==> src/rtl/elevator_plant.sv <==
// Elevator plant model: cabin position, door position and a sticky safety
// fault, advanced on tick and fed back to the controller as end-stop sensors.
// Ports:
//   clk, reset0 (sync, active-high), tick (advance enable)
//   mot[1:0] motor command, door_cmd[1:0] {open,close}
//   floor_sens, floor_code, door_open, door_closed, moving, fault, fault_code
module elevator_plant #(
  parameter int FLOORS       = 3,
  parameter int TRAVEL_TICKS = 4,
  parameter int DOOR_TICKS   = 2
) (
  input  logic              clk,
  input  logic              reset0,
  input  logic              tick,
  input  logic [1:0]        mot,
  input  logic [1:0]        door_cmd,
  output logic [FLOORS-1:0] floor_sens,
  output logic [1:0]        floor_code,
  output logic              door_open,
  output logic              door_closed,
  output logic              moving,
  output logic              fault,
  output logic [1:0]        fault_code
);

  localparam int OW = $clog2(TRAVEL_TICKS);
  localparam int DW = $clog2(DOOR_TICKS + 1);
  localparam logic [1:0]    TOP  = 2'(FLOORS - 1);
  localparam logic [OW-1:0] OMAX = OW'(TRAVEL_TICKS - 1);
  localparam logic [DW-1:0] DMAX = DW'(DOOR_TICKS);

  logic [1:0]    f, f_n;
  logic [OW-1:0] o, o_n;
  logic [DW-1:0] d, d_n;
  logic          mv_n;
  logic [1:0]    code_n;

  logic aligned, up, dn, inv, opn, cls;
  logic ovr, ilk, dbad;

  assign aligned = (o == '0);
  assign up      = (mot == 2'b01);
  assign dn      = (mot == 2'b10);
  assign inv     = (mot == 2'b11);
  assign opn     = (door_cmd == 2'b10);
  assign cls     = (door_cmd == 2'b01);

  assign ovr  = aligned &&
                ((up && f == TOP) || (dn && f == 2'd0));
  assign ilk  = (up || dn) && (d != '0);
  assign dbad = opn && (!aligned || mot != 2'b00);

  always_comb begin
    f_n    = f;
    o_n    = o;
    d_n    = d;
    mv_n   = 1'b0;
    code_n = 2'b00;
    // Highest-severity fault wins when several fire on one tick.
    if (inv || ovr)
      code_n = 2'b11;
    else if (ilk)
      code_n = 2'b01;
    else if (dbad)
      code_n = 2'b10;

    // Any fault on this tick freezes cabin and door.
    if (code_n == 2'b00) begin
      if (up) begin
        mv_n = 1'b1;
        if (o == OMAX) begin
          f_n = f + 2'd1;
          o_n = '0;
        end else begin
          o_n = o + 1'b1;
        end
      end else if (dn) begin
        mv_n = 1'b1;
        if (o == '0) begin
          f_n = f - 2'd1;
          o_n = OMAX;
        end else begin
          o_n = o - 1'b1;
        end
      end
      if (opn && d != DMAX)
        d_n = d + 1'b1;
      else if (cls && d != '0)
        d_n = d - 1'b1;
    end
  end

  always_ff @(posedge clk) begin
    if (reset0) begin
      f          <= 2'd0;
      o          <= '0;
      d          <= '0;
      moving     <= 1'b0;
      fault      <= 1'b0;
      fault_code <= 2'b00;
    end else if (tick) begin
      if (!fault) begin
        f      <= f_n;
        o      <= o_n;
        d      <= d_n;
        moving <= mv_n;
        if (code_n != 2'b00) begin
          fault      <= 1'b1;
          fault_code <= code_n;
        end
      end else begin
        moving <= 1'b0;
      end
    end
  end

  always_comb begin
    floor_sens = '0;
    for (int i = 0; i < FLOORS; i++)
      floor_sens[i] = aligned && (f == 2'(i));
  end

  assign floor_code  = f;
  assign door_open   = (d == DMAX);
  assign door_closed = (d == '0);

endmodule

==> config.mk <==
export PLATFORM = sky130hd
export DESIGN_NAME = elevator_plant
export DESIGN_NICKNAME = d
export VERILOG_FILES = /design/src/rtl/elevator_plant.sv
export SDC_FILE = /design/constraint.sdc
export NUM_CORES = 1
export LEC_CHECK = 0
export CORE_MARGIN = 2
export CORE_UTILIZATION = 47
export DETAILED_ROUTE_END_ITERATION = 16
export GPL_TIMING_DRIVEN = 0
export PLACE_DENSITY_LB_ADDON = 0.08
export SLEW_MARGIN = 20
export SYNTH_ARGS = -nofsm -noshare
export SYNTH_HDL_FRONTEND = slang
export SYNTH_SLANG_ARGS = --single-unit
==> constraint.sdc <==
create_clock -name clk -period 2.2 [get_ports clk]
set_input_delay 0.22 -clock clk [delete_from_list [all_inputs] [get_ports clk]]
set_output_delay 0.22 -clock clk [all_outputs]
set_load 0.005 [all_outputs]
# --- Word level (Yosys, flattened, before mapping) ---
# Index checks and enable logic that the tools add are counted.
op_classes:
  n_reduce_logical: 29
  muxes: 19
  eq_ne: 11
  add_sub_neg: 6
  bitwise: 1
ops:
  columns: ["op", "n"]
  rows:
  - ["2-bit two-way mux", 13]
  - ["2-bit == test (second input constant)", 6]
  - ["2-bit nonzero test", 6]
  - ["1-bit logical AND", 10]
  - ["2-bit logical NOT", 4]
  - ["4-bit AND reduction", 2]
  - ["2-bit by 1-bit adder with 2-bit output (second input constant)", 3]
  - ["2-bit by 1-bit == test with 1-bit output (second input constant)", 3]
  - ["1-bit two-way mux", 6]
  - ["6-bit AND reduction", 1]
  - ["2-bit by 1-bit subtractor with 2-bit output (second input constant)", 3]
  - ["1-bit logical OR", 4]
  - ["3-bit AND reduction", 1]
  - ["2-bit by 1-bit != test with 1-bit output (second input constant)", 1]
  - ["2-bit != test (second input constant)", 1]
  - ["1-bit logical NOT", 1]
  - ["1-bit NOT", 1]
word_totals:
  ff_bits: 10
  word_cells: 72
  output_inout_bits: 11
  in_bits: 7

# --- Logic depth before layout (Yosys ltp) ---
logic_depth:
  ltp_word: 10
  depth_mapped: 6
  mapped_depth_nobuf: 6

# --- Least setup slack after synthesis ---
# OpenSTA, ideal clock, no wires.
synth_timing:
  path_kind: "flip-flop to flip-flop"
  from: "register f[0] (netlist: floor_code[0])"
  to: "register f[1] (netlist: floor_code[1])"
  path_buffers: 0
  setup_slack_ps: 502
  path_stages_with_launch: 7
  period_less_slack_ps: 1698
  setup_ps: 87
  t_arrival_ps: 1611
  required_ps: 2113
  path_cell_list: "dfxtp_1 > inv_1 > ha_1 > a22oi_1 > o211ai_2 > or4_1 > o31ai_1"
synth_between:
  elab_chain_cells: 8
  word_cells_on_any_way: 16
  classes_between: "add/sub: 2; eq/ne: 1; mux: 5; reduce/logical: 8"
synth_lines:
  columns: ["element", "line", "rtl"]
  rows:
  - ["from (decl)", "32", "logic [1:0] f, f_n;"]
  - ["from (signal assigned)", "103", "f <= f_n;"]
  - ["2-bit == test / 2-bit logical NOT (equally long branches)", "49", "((up && f == TOP) || (dn && f == 2'd0));"]
  - ["1-bit logical AND", "49", null]
  - ["1-bit logical OR", "49", null]
  - ["1-bit logical AND", "48", "assign ovr = aligned &&"]
  - ["1-bit logical OR", "60", "if (inv || ovr)"]
  - ["2-bit two-way mux", "60", null]
  - ["2-bit logical NOT", "68", "if (code_n == 2'b00) begin"]
  - ["6-bit AND reduction (no line)", null, null]
# Several ways; a longest one is shown, not always the timed one. The select of a mux whose other input is x is not followed.
# A chain may end at the register's enable or synchronous reset.

# --- Worst setup path in the final report ---
layout_timing:
  from: "input mot[1]"
  to: "register f[1] (netlist: floor_code[1])"
layout_between:
  elab_chain_cells: 8
  word_cells_on_any_way: 22
  classes_between: "eq/ne: 4; mux: 4; reduce/logical: 14"
layout_lines:
  columns: ["element", "line", "rtl"]
  rows:
  - ["from (decl)", "15", "input logic [1:0] mot,"]
  - ["2-bit nonzero test, or another cell as far along", "51", "assign dbad = opn && (!aligned || mot != 2'b00);"]
  - ["1-bit logical OR / 1-bit logical AND (equally long branches)", "51, 49", null]
  - ["1-bit logical AND / 1-bit logical OR (equally long branches)", "51, 49", null]
  - ["2-bit two-way mux / 1-bit logical AND (equally long branches)", "64, 48", null]
  - ["2-bit two-way mux / 1-bit logical OR (equally long branches)", "62, 60", null]
  - ["2-bit two-way mux", "60", null]
  - ["2-bit logical NOT", "68", null]
  - ["6-bit AND reduction (no line)", null, null]
# Several ways; a longest one is shown, not always the timed one.

==> impl_metrics.toml <==
[layout]
drive_gt1_frac = 0.05505
regArea_sq_um = 200.2
n_antenna_cell = 0
final_common_cell = "clkdlybuf4s50_1"
nNetsFinal = 126
n_fill_cell = 137
multiInputGateArea_sq_um = 478.0
syn_to_final_growth_pct = 31.26
layout_common_cells = "17 x clkdlybuf4s50_1, 10 x inv_1, 10 x dfxtp_1"

[cts]
post_cts_buffers = 0
cts_max_level = 1
cts_tree = "yes"
cts_sinks = 10
cts_buffers = 3
cts.repair.resized = 0
clk_pin_slew_ns = 0.07
cts_buffer_depth = 2
clk_latency_ns = 0.27
cts_hold_buf = 0
clockRootBuffer = "clkbuf_4"

[power]
p_total_uw = 497.1
p_leak_nw = 0.3773
sw_frac_of_total = 0.2818
seqPwrFrac = 0.403
pwr_density_cell_nw_per_um2 = 522.8
p_comb_frac = 0.259
intPower_uw = 357.0
ir_drop_mv = 0.5692
p_sw_uw = 140.1
clockPowerShare = 0.339

[hold_path]
hp-start = "moving"
hold_end = "moving"
holdPathStages = 2
worst_hold_path_type = "flop to flop"

[synth]
synth_top_area_frac = 0.2763
synth_cell_type_count = 32
synth_area_sq_um = 724.4
synth_compound_area_frac = 0.2383
synth_area_leaders = "dfxtp_1 28%, ha_1 16%, inv_1 5.2%"
synthAdderAreaFrac = 0.1554
synthesis.instances = 88
muxShareOfSynthArea = 0.01382
synth-simple-area-share = 0.2280
synth.yosys.seq_area_share = 0.2763
yosys.area.top_type = "dfxtp_1"
yosysWarnings = 0
synthesis.nets = 104
synthXorXnorAreaFrac = 0.02418
synth-seq-cells = 10
syn_area_per_cell_sq_um = 8.232
synth_top_family_by_area = "compound AO/OA/AOI/OAI gates"

[global_route]
grt_pass1_wl_um = 2642
overflow = 0
grt_max_degree = 11
grt_usage = 0.1858
grt_pass1_vias = 628
antenna_found_initial = 0

[floorplanning]
num_rows = 14
die_y_um = 43.26
io-pin-count = 18
die_area_sq_um = 1871
fp.dieW_um = 43.26
start_util = 0.4923
core-area_sq_um = 1471

[critical_path]
rr_startpoint = "floor_code[0]"
endpoint_kind = "flop"
crit_required_ns = 2.39
r2r-end = "floor_code[1]"
arrival_ns = 2.18
criticalPathCategory = "input pin to flop"
reg2reg_setup_slack_ns = 0.34
start_kind = "input pin"
startpoint = "mot[1]"
rr_worst_depth = 6
crit_fanout = 6

[timing]
drv_slew = 0
setup_violations = 0
tightest_slew_ns = 0.3502
holdWs_ns = 0.4719
skew_ns = 0.006503
max_slew_margin = 0.7665
period_share = 0.9055
rsz0062_at_grt = "false"
min_period_ns = 1.992
fmax_ghz = 0.5020
hold_viol_final = 0

[drt]
antenna_left = 0
drt_iter0_markers = 7
drc = 0
first_pass_iters = 4
vias = 710
drt_wl_total_um = 1583
wire_per_inst_um = 12.66
viasPerCell = 5.680

[place]
gp_congestion = 0.7860
hpwl_um = 1252
io_buffers = 17

[run_status]
status = "complete, no violations"

[run]
cap_violations = 0
## power groups by stage
stage	Combinational [mW]	Clock, mW	Sequential [mW]
floorplan	0.0738	0	0.204
global route	0.142	0.181	0.202
global placement	0.125	0	0.204
finish	0.129	0.168	0.200
detailed placement	0.128	0	0.204
CTS	0.128	0.170	0.200
## layer usage
layer | track usage | wire (um) | vias up
met1 | 0.2222 | 700 | 335
li1 | - | - | 358
met4 | 0.02424 | 0 | 0
met2 | 0.3134 | 808 | 17
met3 | 0.08085 | 73 | 0
met5 | 0 | 0 | -
## Yosys cell counts
library cell	instances
o2111a_2	1
dfxtp_1	10
a311oi_1	1
or4_1	1
nand2_1	6
dlygate4sd1_1	1
a22oi_1	1
or3_1	1
o22ai_1	1
nor4_1	3
o31ai_1	2
nor2b_1	2
o21ai_1	2
nand3_1	1
o41ai_1	1
o2bb2ai_1	1
ha_1	9
a31oi_1	1
a21boi_0	1
and2_1	3
a221o_1	1
nand2b_1	4
nand3b_1	3
a211o_1	1
a311o_1	1
o211ai_2	1
a21oi_1	5
o21ai_0	3
mux2i_1	1
inv_1	10
nor2_1	7
xor2_1	2
## registers in the layout, summed over array words and instances (netlist names)
signal / count
floor_code: 2
fault_code: 2
moving: 1
o: 2
fault: 1
d: 2
## logic make-up after synthesis
kind of cell             count (synthesis)
AO/OA/AOI/OAI                           24
flip-flops                              10
AND/OR/NAND/NOR                         31
buffers and inverters                   11
XOR/XNOR                                 2
adder cells (fa/ha/maj)                  9
multiplexers                             1
## cell type report
| class | instances | share of cell area |
|---|---|---|
| inverters | 10 | 0.03947 |
| repair buffers | 17 | 0.1789 |
| well taps | 16 | 0.02105 |
| plain buffers | 1 | 0.009211 |
| multi-input cells | 67 | 0.5026 |
| clock buffers | 4 | 0.03816 |
| flip-flops and latches | 10 | 0.2105 |
## how the worst max path moves through the flow
stage | end | slack, ns | cells past startpoint
floorplan | floor_code[1] | 0.50 | 6
global placement | floor_code[1] | -0.05 | 7
detailed placement | floor_code[1] | -0.07 | 7
CTS | floor_code[1] | 0.20 | 7
global route | floor_code[1] | 0.10 | 7
finish | floor_code[1] | 0.21 | 7
## through the flow
| step | area (sq um) | setup WS (ns) | TNS (ns) | cells | utilization |
|---|---|---|---|---|---|
| 2_1_floorplan | 724.4 | 0.5023 | 0 | 88 | - |
| 3_3_place_gp | 914.6 | -0.05208 | -0.07054 | 121 | 0.6216 |
| 3_5_place_dp | 914.6 | -0.06543 | -0.08419 | 121 | 0.6216 |
| 4_1_cts | 950.9 | 0.2028 | 0 | 125 | 0.6463 |
| 5_1_grt | 950.9 | 0.1042 | 0 | 125 | 0.6463 |
| 6_report | 950.9 | 0.2079 | 0 | 125 | 0.6463 |
## critical path, cell delays in order
cell and delay [ns]:
clkdlybuf4s50_1 0.50, inv_1 0.07, ha_1 0.26, a22oi_1 0.35, o211ai_2 0.18, or4_1 0.52
o31ai_1 0.07
Note: power is estimated with default switching activity, not from simulation.
==> RTL edit, RTL diff (same settings) <==
Set the parameter `TRAVEL_TICKS` to 8 (it was 4).
--- a/src/rtl/elevator_plant.sv
+++ b/src/rtl/elevator_plant.sv
@@ -8,3 +8,3 @@
   parameter int FLOORS       = 3,
-  parameter int TRAVEL_TICKS = 4,
+  parameter int TRAVEL_TICKS = 8,
   parameter int DOOR_TICKS   = 2
Function: changed (Yosys sat finds a counterexample within 10 cycles, from zero or initial values and one cycle with reset0 high).
==> RTL edit against the unedited design <==
- sequential cell count up 1
- routed wire length is 5.6% higher
- design area is 10% higher
- synthesized area increased by 15%
- worst setup slack worse by 0.068 ns
- sequential share of layout area about the same
- total power increased by 4.4%
==> RTL edit: results (changes against the unedited design) <==
| Metric | Value |
|---|---|
| Status | `finished, final reports clean` |
| Ys async rst share | `0% (unchanged)` |
| Drt pass-1 iters | `3 (-1)` |
| Biggest register | `o` |
| Input/output buffers | `17 (unchanged)` |
| CTS H-Tree Depth | `1 (unchanged)` |
| Largest net degree at the start of global routing | `11 (unchanged)` |
| Netlist cell types | `33 (+3.1%)` |
| Ys Warns | `0 (unchanged)` |
| Ranking of synthesized cells by area | `dfxtp_1 (27%), ha_1 (17%), a21oi_1 (4.8%)` |
| Leak pwr | `0.431 nW (+14%)` |
| Initial antenna violation count | `0 (unchanged)` |
| Rel. slew slack | `69.3% (-7.4 points)` |
| Gr usage total | `17.8% (-0.78 points)` |
| Seq/Total Area, Yosys | `26.5% (-1.1 points)` |
| Post-DP HPWL | `1360 um (+8.2%)` |
| Worst Path Arrival | `2.27 ns (+0.09 ns)` |
| CTS Buf Count | `3 (unchanged)` |
| Max FFs per register | `3` |
| Share of cells above drive strength 1 | `5.98% (+0.48 points)` |
| Via count | `774 (+9.0%)` |
| Ant. Diodes | `0 (unchanged)` |
| Vias in the first global route | `641 (+2.1%)` |
| Root buf cell | `clkbuf_4` |
| Peak supply drop | `0.364 mV (-36%)` |
| Longest Clk Path Bufs | `2 (unchanged)` |
| Syn nets | `115 (+11%)` |
| Drt total wl | `1670 um (+5.6%)` |
| Clk_skew | `0.00534 ns (-0.00116 ns)` |
| CP max FO | `9 (+3)` |
| NetSw | `0.158 mW (+13%)` |
| DP Area | `1020 sq um (+12%)` |
| Clock latency on the worst-skew pair | `0.27 ns (about the same)` |
| Post-synth top cells | `dfxtp_1 (11), ha_1 (11), inv_1 (9), a21oi_1 (8)` |
| Clk pin slew, worst setup/hold paths | `0.07 ns (about the same)` |
| Fin nets | `136 (+7.9%)` |
| Placer Congestion | `0.860 (+9.5%)` |
| Synth Flop Type | `dfxtp_1` |
| Most area-hungry cell type in the Yosys netlist | `dfxtp_1` |
| First-pass GRT wire length | `2710 um (+2.6%)` |
| Setup WS pre-CTS | `-0.145 ns (-0.0795 ns)` |
| Hold WC Path Type | `flip-flop to flip-flop` |
| DRC marker count from the first detailed-route iteration | `9 (+2)` |
==> RTL edit: power by group through the flow <==
stage | Combinational (mW) | Sequential, mW | Clock, mW
3_3_place_gp | 0.155 | 0.224 | 0
3_5_place_dp | 0.157 | 0.225 | 0
4_1_cts | 0.159 | 0.220 | 0.147
5_1_grt | 0.178 | 0.222 | 0.156
6_report | 0.158 | 0.220 | 0.141
2_1_floorplan | 0.0963 | 0.224 | 0
==> RTL edit: kinds of logic (layout without fill, tap and decap cells) <==
family	after synthesis	in the layout	share of synthesized area, %
simple gates	28	28	19.5
flops	11	11	26.5
fa+ha+maj	11	11	16.6
compound gates	33	33	29.0
buf+inv	12	32	6.33
xor+xnor	2	2	2.11
==> RTL edit: critical path: stages <==
cell	delay [ns]
clkdlybuf4s50_1	0.51
inv_1	0.07
ha_1	0.19
buf_6	0.14
a22o_4	0.26
a211o_1	0.36
or3_1	0.38
a21oi_1	0.13
==> RTL edit: metrics by stage <==
step	power [mW]	std cells	utilization, %
floorplan	0.321	97	-
global placement	0.380	131	60.4
detailed placement	0.382	131	60.4
CTS	0.527	135	62.1
global route	0.555	134	61.9
finish	0.519	134	61.9
==> RTL edit: worst paths after layout <==
kind / to / start / cells after the start / slack [ns]
worst max register to register: floor_code[1] / floor_code[0] / 6 / 0.32
worst min register to register: fault_code[1] / fault_code[1] / 1 / 0.47
worst max-delay path: floor_code[1] / mot[1] / 8 / 0.14
worst min-delay path: fault_code[1] / fault_code[1] / 1 / 0.47
==> RTL edit: final cells by class <==
cell class / count / area (sq um)
Fill cell: 150 / 643
Multi-Input combinational cell: 74 / 559
Sequential cell: 11 / 220
Timing Repair Buffer: 17 / 170
Inverter: 9 / 33.8
Clock buffer: 4 / 26.3
Tap cell: 17 / 21.3
Buffer: 2 / 15.0
==> RTL edit: layer usage <==
layer,vias up,track usage (%),part of all wire (%),routed length (um)
li1,399,-,-,-
met3,5,2.38,2.6,43
met5,-,0,0,0
met1,358,24.3,51,848
met4,0,6.86,1.6,27
met2,12,28.1,45,752
==> RTL edit: timing repair <==
item / 4_1_cts / 5_1_grt
resized for setup: 1 / 1
cloned: 0 / 0
hold endpoints to repair: 0 / 0
buffers inserted: 0 / 0
setup endpoints to repair: 3 / 1
pin swaps: 0 / 0
